### config.mk
export PLATFORM = sky130hd
export DESIGN_NAME = cb_zigzag_serializer
export DESIGN_NICKNAME = d
export VERILOG_FILES = /design/src/rtl/jpeg_zz_pkg.sv /design/src/rtl/zz_last_nz_finder.sv /design/src/rtl/cb_zigzag_serializer.sv
export SDC_FILE = /design/constraint.sdc
export NUM_CORES = 2
export LEC_CHECK = 0
export CAP_MARGIN = 20
export CORE_ASPECT_RATIO = 0.8
export CORE_MARGIN = 2
export CORE_UTILIZATION = 55
export CTS_CLUSTER_DIAMETER = 80
export DETAILED_ROUTE_END_ITERATION = 8
export PLACE_DENSITY = 0.83
export SLEW_MARGIN = 20
export SYNTH_ARGS = -nofsm -noshare
export SYNTH_HDL_FRONTEND = slang
export SYNTH_SLANG_ARGS = --single-unit
### constraint.sdc
create_clock -name clk -period 46.4 [get_ports clk]
set_clock_uncertainty 0.2 [all_clocks]
set_input_delay 9.28 -clock clk [delete_from_list [all_inputs] [get_ports clk]]
set_output_delay 9.28 -clock clk [all_outputs]
set_load 0.03 [all_outputs]
### src/rtl/jpeg_zz_pkg.sv
// ============================================================================
// Module : jpeg_zz_pkg
// Brief  : Shared types and the JPEG zigzag lookup table for the Cb serializer.
// Rev    : 1.0  initial release
// ============================================================================
`default_nettype none

package jpeg_zz_pkg;

  localparam int COEF_W = 11;
  localparam int BLK_N  = 64;
  localparam int IDX_W  = 6;

  typedef logic signed [COEF_W-1:0] coef_t;
  typedef coef_t                    blk_t [BLK_N];
  typedef logic [IDX_W-1:0]         idx_t;

  // Row-major coefficient index for each zigzag position.
  localparam idx_t ZIGZAG [BLK_N] = '{
    6'd0,  6'd1,  6'd8,  6'd16, 6'd9,  6'd2,  6'd3,  6'd10,
    6'd17, 6'd24, 6'd32, 6'd25, 6'd18, 6'd11, 6'd4,  6'd5,
    6'd12, 6'd19, 6'd26, 6'd33, 6'd40, 6'd48, 6'd41, 6'd34,
    6'd27, 6'd20, 6'd13, 6'd6,  6'd7,  6'd14, 6'd21, 6'd28,
    6'd35, 6'd42, 6'd49, 6'd56, 6'd57, 6'd50, 6'd43, 6'd36,
    6'd29, 6'd22, 6'd15, 6'd23, 6'd30, 6'd37, 6'd44, 6'd51,
    6'd58, 6'd59, 6'd52, 6'd45, 6'd38, 6'd31, 6'd39, 6'd46,
    6'd53, 6'd60, 6'd61, 6'd54, 6'd47, 6'd55, 6'd62, 6'd63
  };

endpackage

`default_nettype wire

### src/rtl/zz_last_nz_finder.sv
// ============================================================================
// Module : zz_last_nz_finder
// Brief  : Combinational scan giving the highest zigzag position holding a
//          nonzero coefficient (0 when the whole block is zero).
// Rev    : 1.0  initial release
// ============================================================================
`default_nettype none

module zz_last_nz_finder
  import jpeg_zz_pkg::*;
(
  input  blk_t i_blk,
  output idx_t o_last_k
);

  always_comb begin
    o_last_k = '0;
    for (int i = 0; i < BLK_N; i++) begin
      if (i_blk[ZIGZAG[i]] != '0) begin
        o_last_k = idx_t'(i);
      end
    end
  end

endmodule

`default_nettype wire

### src/rtl/cb_zigzag_serializer.sv
// ============================================================================
// Module : cb_zigzag_serializer
// Brief  : Captures 8x8 Cb coefficient blocks into a ping-pong buffer and
//          streams them out in zigzag order over valid/ready.
//          Define CB_ZZ_EOB_EN to truncate each block after its last nonzero.
// Rev    : 1.0  initial release
// ============================================================================
`default_nettype none

module cb_zigzag_serializer
  import jpeg_zz_pkg::*;
(
  input  logic                    clk,
  input  logic                    rst,
  input  logic                    in_valid,
  input  logic [BLK_N*COEF_W-1:0] coef_in,
  output logic                    out_valid,
  input  logic                    out_ready,
  output logic [COEF_W-1:0]       out_data,
  output logic [IDX_W-1:0]        out_index,
  output logic                    out_last,
  output logic                    overflow
);

  localparam logic [0:0] S_IDLE   = 1'b0;
  localparam logic [0:0] S_STREAM = 1'b1;

  logic [0:0] r_state;
  blk_t       r_buf [2];
  logic [1:0] r_full;
  logic       r_wr_ptr;
  logic       r_rd_ptr;

  blk_t       w_blk;
  logic [1:0] w_full_nxt;
  logic       w_hs;
  logic       w_last_hs;
  logic       w_cap;
  logic       w_load;
  logic       w_go_idle;
  logic       w_sel;
  logic       w_other;
  idx_t       w_k_nxt;
  idx_t       w_sel_last_k;

  always_comb begin
    for (int i = 0; i < BLK_N; i++) begin
      w_blk[i] = coef_in[i*COEF_W +: COEF_W];
    end
  end

  assign w_hs      = out_valid & out_ready;
  assign w_last_hs = w_hs & out_last;
  assign w_other   = ~r_rd_ptr;
  // A slot drained by this cycle's final handshake is reusable on the same edge.
  assign w_cap     = in_valid & (~r_full[r_wr_ptr] | (w_last_hs & (r_rd_ptr == r_wr_ptr)));

`ifdef CB_ZZ_EOB_EN
  idx_t r_last_k [2];
  idx_t w_blk_last_k;

  zz_last_nz_finder u_finder (
    .i_blk    (w_blk),
    .o_last_k (w_blk_last_k)
  );

  always_ff @(posedge clk) begin
    if (w_cap) begin
      r_last_k[r_wr_ptr] <= w_blk_last_k;
    end
  end

  assign w_sel_last_k = r_last_k[w_sel];
`else
  assign w_sel_last_k = idx_t'(BLK_N - 1);
`endif

  always_ff @(posedge clk) begin
    if (w_cap) begin
      r_buf[r_wr_ptr] <= w_blk;
    end
  end

  always_comb begin
    w_full_nxt = r_full;
    if (w_last_hs) begin
      w_full_nxt[r_rd_ptr] = 1'b0;
    end
    if (w_cap) begin
      w_full_nxt[r_wr_ptr] = 1'b1;
    end
  end

  // Decide which beat (buffer, position) gets loaded into the output registers.
  always_comb begin
    w_load    = 1'b0;
    w_go_idle = 1'b0;
    w_sel     = r_rd_ptr;
    w_k_nxt   = '0;
    case (r_state)
      S_IDLE: begin
        w_load = r_full[r_rd_ptr];
      end
      S_STREAM: begin
        if (w_hs) begin
          if (out_last) begin
            if (r_full[w_other]) begin
              w_load = 1'b1;
              w_sel  = w_other;
            end else begin
              w_go_idle = 1'b1;
            end
          end else begin
            w_load  = 1'b1;
            w_k_nxt = out_index + 1'b1;
          end
        end
      end
      default: begin
        w_load = 1'b0;
      end
    endcase
  end

  always_ff @(posedge clk or posedge rst) begin
    if (rst) begin
      r_state   <= S_IDLE;
      r_full    <= '0;
      r_wr_ptr  <= 1'b0;
      r_rd_ptr  <= 1'b0;
      out_valid <= 1'b0;
      out_data  <= '0;
      out_index <= '0;
      out_last  <= 1'b0;
      overflow  <= 1'b0;
    end else begin
      r_full <= w_full_nxt;
      if (in_valid && !w_cap) begin
        overflow <= 1'b1;
      end
      if (w_cap) begin
        r_wr_ptr <= ~r_wr_ptr;
      end
      if (w_last_hs) begin
        r_rd_ptr <= ~r_rd_ptr;
      end
      if (w_load) begin
        r_state   <= S_STREAM;
        out_valid <= 1'b1;
        out_data  <= r_buf[w_sel][ZIGZAG[w_k_nxt]];
        out_index <= w_k_nxt;
        out_last  <= (w_k_nxt == w_sel_last_k);
      end else if (w_go_idle) begin
        r_state   <= S_IDLE;
        out_valid <= 1'b0;
        out_index <= '0;
        out_last  <= 1'b0;
      end
    end
  end

endmodule

`default_nettype wire

==> results.yml <==
critical_path:
  r2r_cells: 15
  endpoint_kind: "flip-flop"
  critPathSlowestCell: "buf_4"
  r2r-end: "out_data[10]$_DFFE_PP0P_"
  worstSetupPathType: "in2reg"
  crit_path_cell_trace: "clkdlybuf4s50_1, and3b_1, nand2_1, ha_1, inv_1, nor4_1, a221oi_2, o22ai_4, buf_4, buf_4, nand3_1, a32o_1, nand2_1, o211ai_1, nor4_1, o22ai_1"
  rrSetupSlack_ns: 38.94
  slowest_delay_ns: 0.86
  r2r-start: "out_last$_DFFE_PP0P_"
  cp.required_ns: 46.82
  start_kind: "primary input"
  timing.critical_path.arrival_ns: 16.43
  crit_fanout: 84
cts:
  cts.sinks: 1432
  cts.path.max_buffers: 3
  postCtsSetupBuffers: 0
  worstSkewPairLatency_ns: 0.80
  postCtsHoldBufs: 0
  cts_resized: 0
  cts_buffers: 138
  clk_pin_slew_worst_paths_ns: 0.06
  h-tree-depth: 4
  root_buffer: "clkbuf_16"
  cts_tree: "built"
min_path:
  min_from: "overflow$_DFFE_PP0P_"
  min_to: "overflow$_DFFE_PP0P_"
  min_path_type: "reg2reg"
  hold_depth: 1
floorplan:
  die_y_um: 293
  die_area_um2: 107000
  row_count: 106
  io_pins: 728
  initial_core_util: 0.552
  fp.dieW_um: 365
  core_area_um2: 104000
timing:
  final_hold_viol_count: 0
  worst_slack_ns: 30.40
  fin_crit_sh: 0.345
  grt_setup_unrepaired: "false"
  maxSlewHeadroom: 0.143
  maxSlewViolCount: 0
  period_needed_ns: 16.00
  worst-slew-pin-transition_ns: 1.28
  fmax_ghz: 0.0625
  setup_viol: 0
  setup_tns_ns: 0
global_routing:
  grt_start_max_net_pins: 173
  grt_pass1_vias: 38200
  grt_remaining_overflow: 0
  grt_pass1_wl_um: 253000
  antenna_found_initial: 106
  grtUsageTotal: 0.329
yosys:
  synth-edff-count: 1408
  syn_inst: 4096
  synth.most_common_cell: "edfxtp_1"
  ys_types: 85
  ys_top_cells_by_area: "edfxtp_1, nand2_1, nand3_1"
  yosys.area.top_type_share: 0.736
  synth_warnings: 0
  yosys.area.top_type: "edfxtp_1"
  netlist_area_um2: 57400
  postSynth.asyncResetShare: 0.0168
  syn_nets: 4818
  yosysSeqAreaShare: 0.747
  synth_seq_cells: 1432
  avgSynthCellArea_um2: 14.0
  synthTopCellsByCount: "edfxtp_1, nand2_1, nand3_1"
  synth-main-ff-cell: "edfxtp_1"
drt:
  vias_per_cell: 6.27
  wire_per_inst_um: 28.4
  ant_nets: 0
  vias: 39700
  firstDrtPassIters: 8
  drt_iter0_markers: 6315
  wirelength_um: 180000
  drc: 0
place:
  pre_cts_slack_ns: 29.82
  place.gp.congestion: 0.905
  hpwl_um: 118000
  io_buffer_count: 727
pwr:
  power_leakage_nw: 23.7
  cellPowerDensity_nw_per_um2: 50.1
  vdd_drop_max_v: 0.0000461
job:
  drv_cap: 0
cells_and_area:
  drive_gt1_frac: 0.0725
  synthToLayoutAreaGrowth_pct: 22.5
  fin_nets: 5476
  utilization: 0.677
status:
  outcome: "completed"
## worst max-delay path, delay by kind of cell
| kind | cells | cell delay (ns) |
|---|---|---|
| simple gates | 6 | 2.50 |
| buf+inv | 4 | 2.35 |
| compound gates | 5 | 1.53 |
| fa+ha+maj | 1 | 0.62 |
## cell families after synthesis
logic type                 after synthesis  share of synthesized area
AOI/OAI and AO/OA                      431                     0.0541
xor gates and xnor gates                11                    0.00240
adders and majority gates               14                    0.00305
buffers and inverters                  287                     0.0229
DFF                                   1432                      0.747
muxes                                  111                     0.0349
and+or+nand+nor                       1810                      0.136
## state kept, by name, summed over array words and instances (netlist names)
name,flops
r_rd_ptr,1
r_state,1
out_data,11
out_last,1
r_buf,1408
out_index,6
overflow,1
r_wr_ptr,1
r_full,2
## cell type report
type                       count  area, µm²
inverter                      23       86.3
timing repair buffer         782       7840
clock inverter                81        648
tap                         1404       1760
fill                        6841      33600
clock buffer                 162       3590
sequential                  1432      42900
multi-input combinational   2377      13400
antenna                       76        190
## cells in the final DEF (no fill, tap or decap), drive strengths merged, types with 29 or more instances in the layout
cell,count
a21oi,69
a311oi,59
a31oi,97
and3,73
buf,55
clkbuf,162
clkdlybuf4s50,727
clkinv,61
diode,76
edfxtp,1408
inv,33
mux2i,36
mux4,71
nand2,1122
nand3,456
nor2,71
o21ai,46
o22ai,29
## power by group
group	leakage, nW	switching (mW)	total [mW]	internal [mW]
Sequential	12.9	0.0209	1.45	1.43
Clock	2.06	0.488	1.07	0.586
Combinational	8.75	0.695	1.00	0.308
## how the worst max path moves through the flow
stage / startpoint / depth (start not counted) / to
after global routing: out_ready / 16 / out_data[10]$_DFFE_PP0P_
after global placement: out_ready / 16 / out_data[5]$_DFFE_PP0P_
after CTS: out_ready / 16 / out_data[10]$_DFFE_PP0P_
final: out_ready / 16 / out_data[10]$_DFFE_PP0P_
after detailed placement: out_ready / 16 / out_data[10]$_DFFE_PP0P_
after floorplan: out_ready / 3 / r_buf[1][0]$_DFFE_PP_
## routing by layer
layer	vias up	GRT usage	wire length, µm
met1	19500	0.442	65400
met4	60	0.161	8290
li1	16800	-	-
met3	470	0.0799	21100
met5	-	0	369
met2	2860	0.506	84900
## stage by stage
stage | std cells | power (mW) | cell area (µm²) | hold slack (ns)
after floorplan | 4096 | 2.02 | 57400 | 0.316
final | 6337 | 3.53 | 70300 | 0.321
after CTS | 6260 | 3.51 | 70100 | 0.322
after global routing | 6324 | 3.62 | 70300 | 0.340
after global placement | 6016 | 2.44 | 65900 | 0.301
after detailed placement | 6017 | 2.45 | 65900 | 0.309
Note: power is estimated with default switching activity, not from simulation.
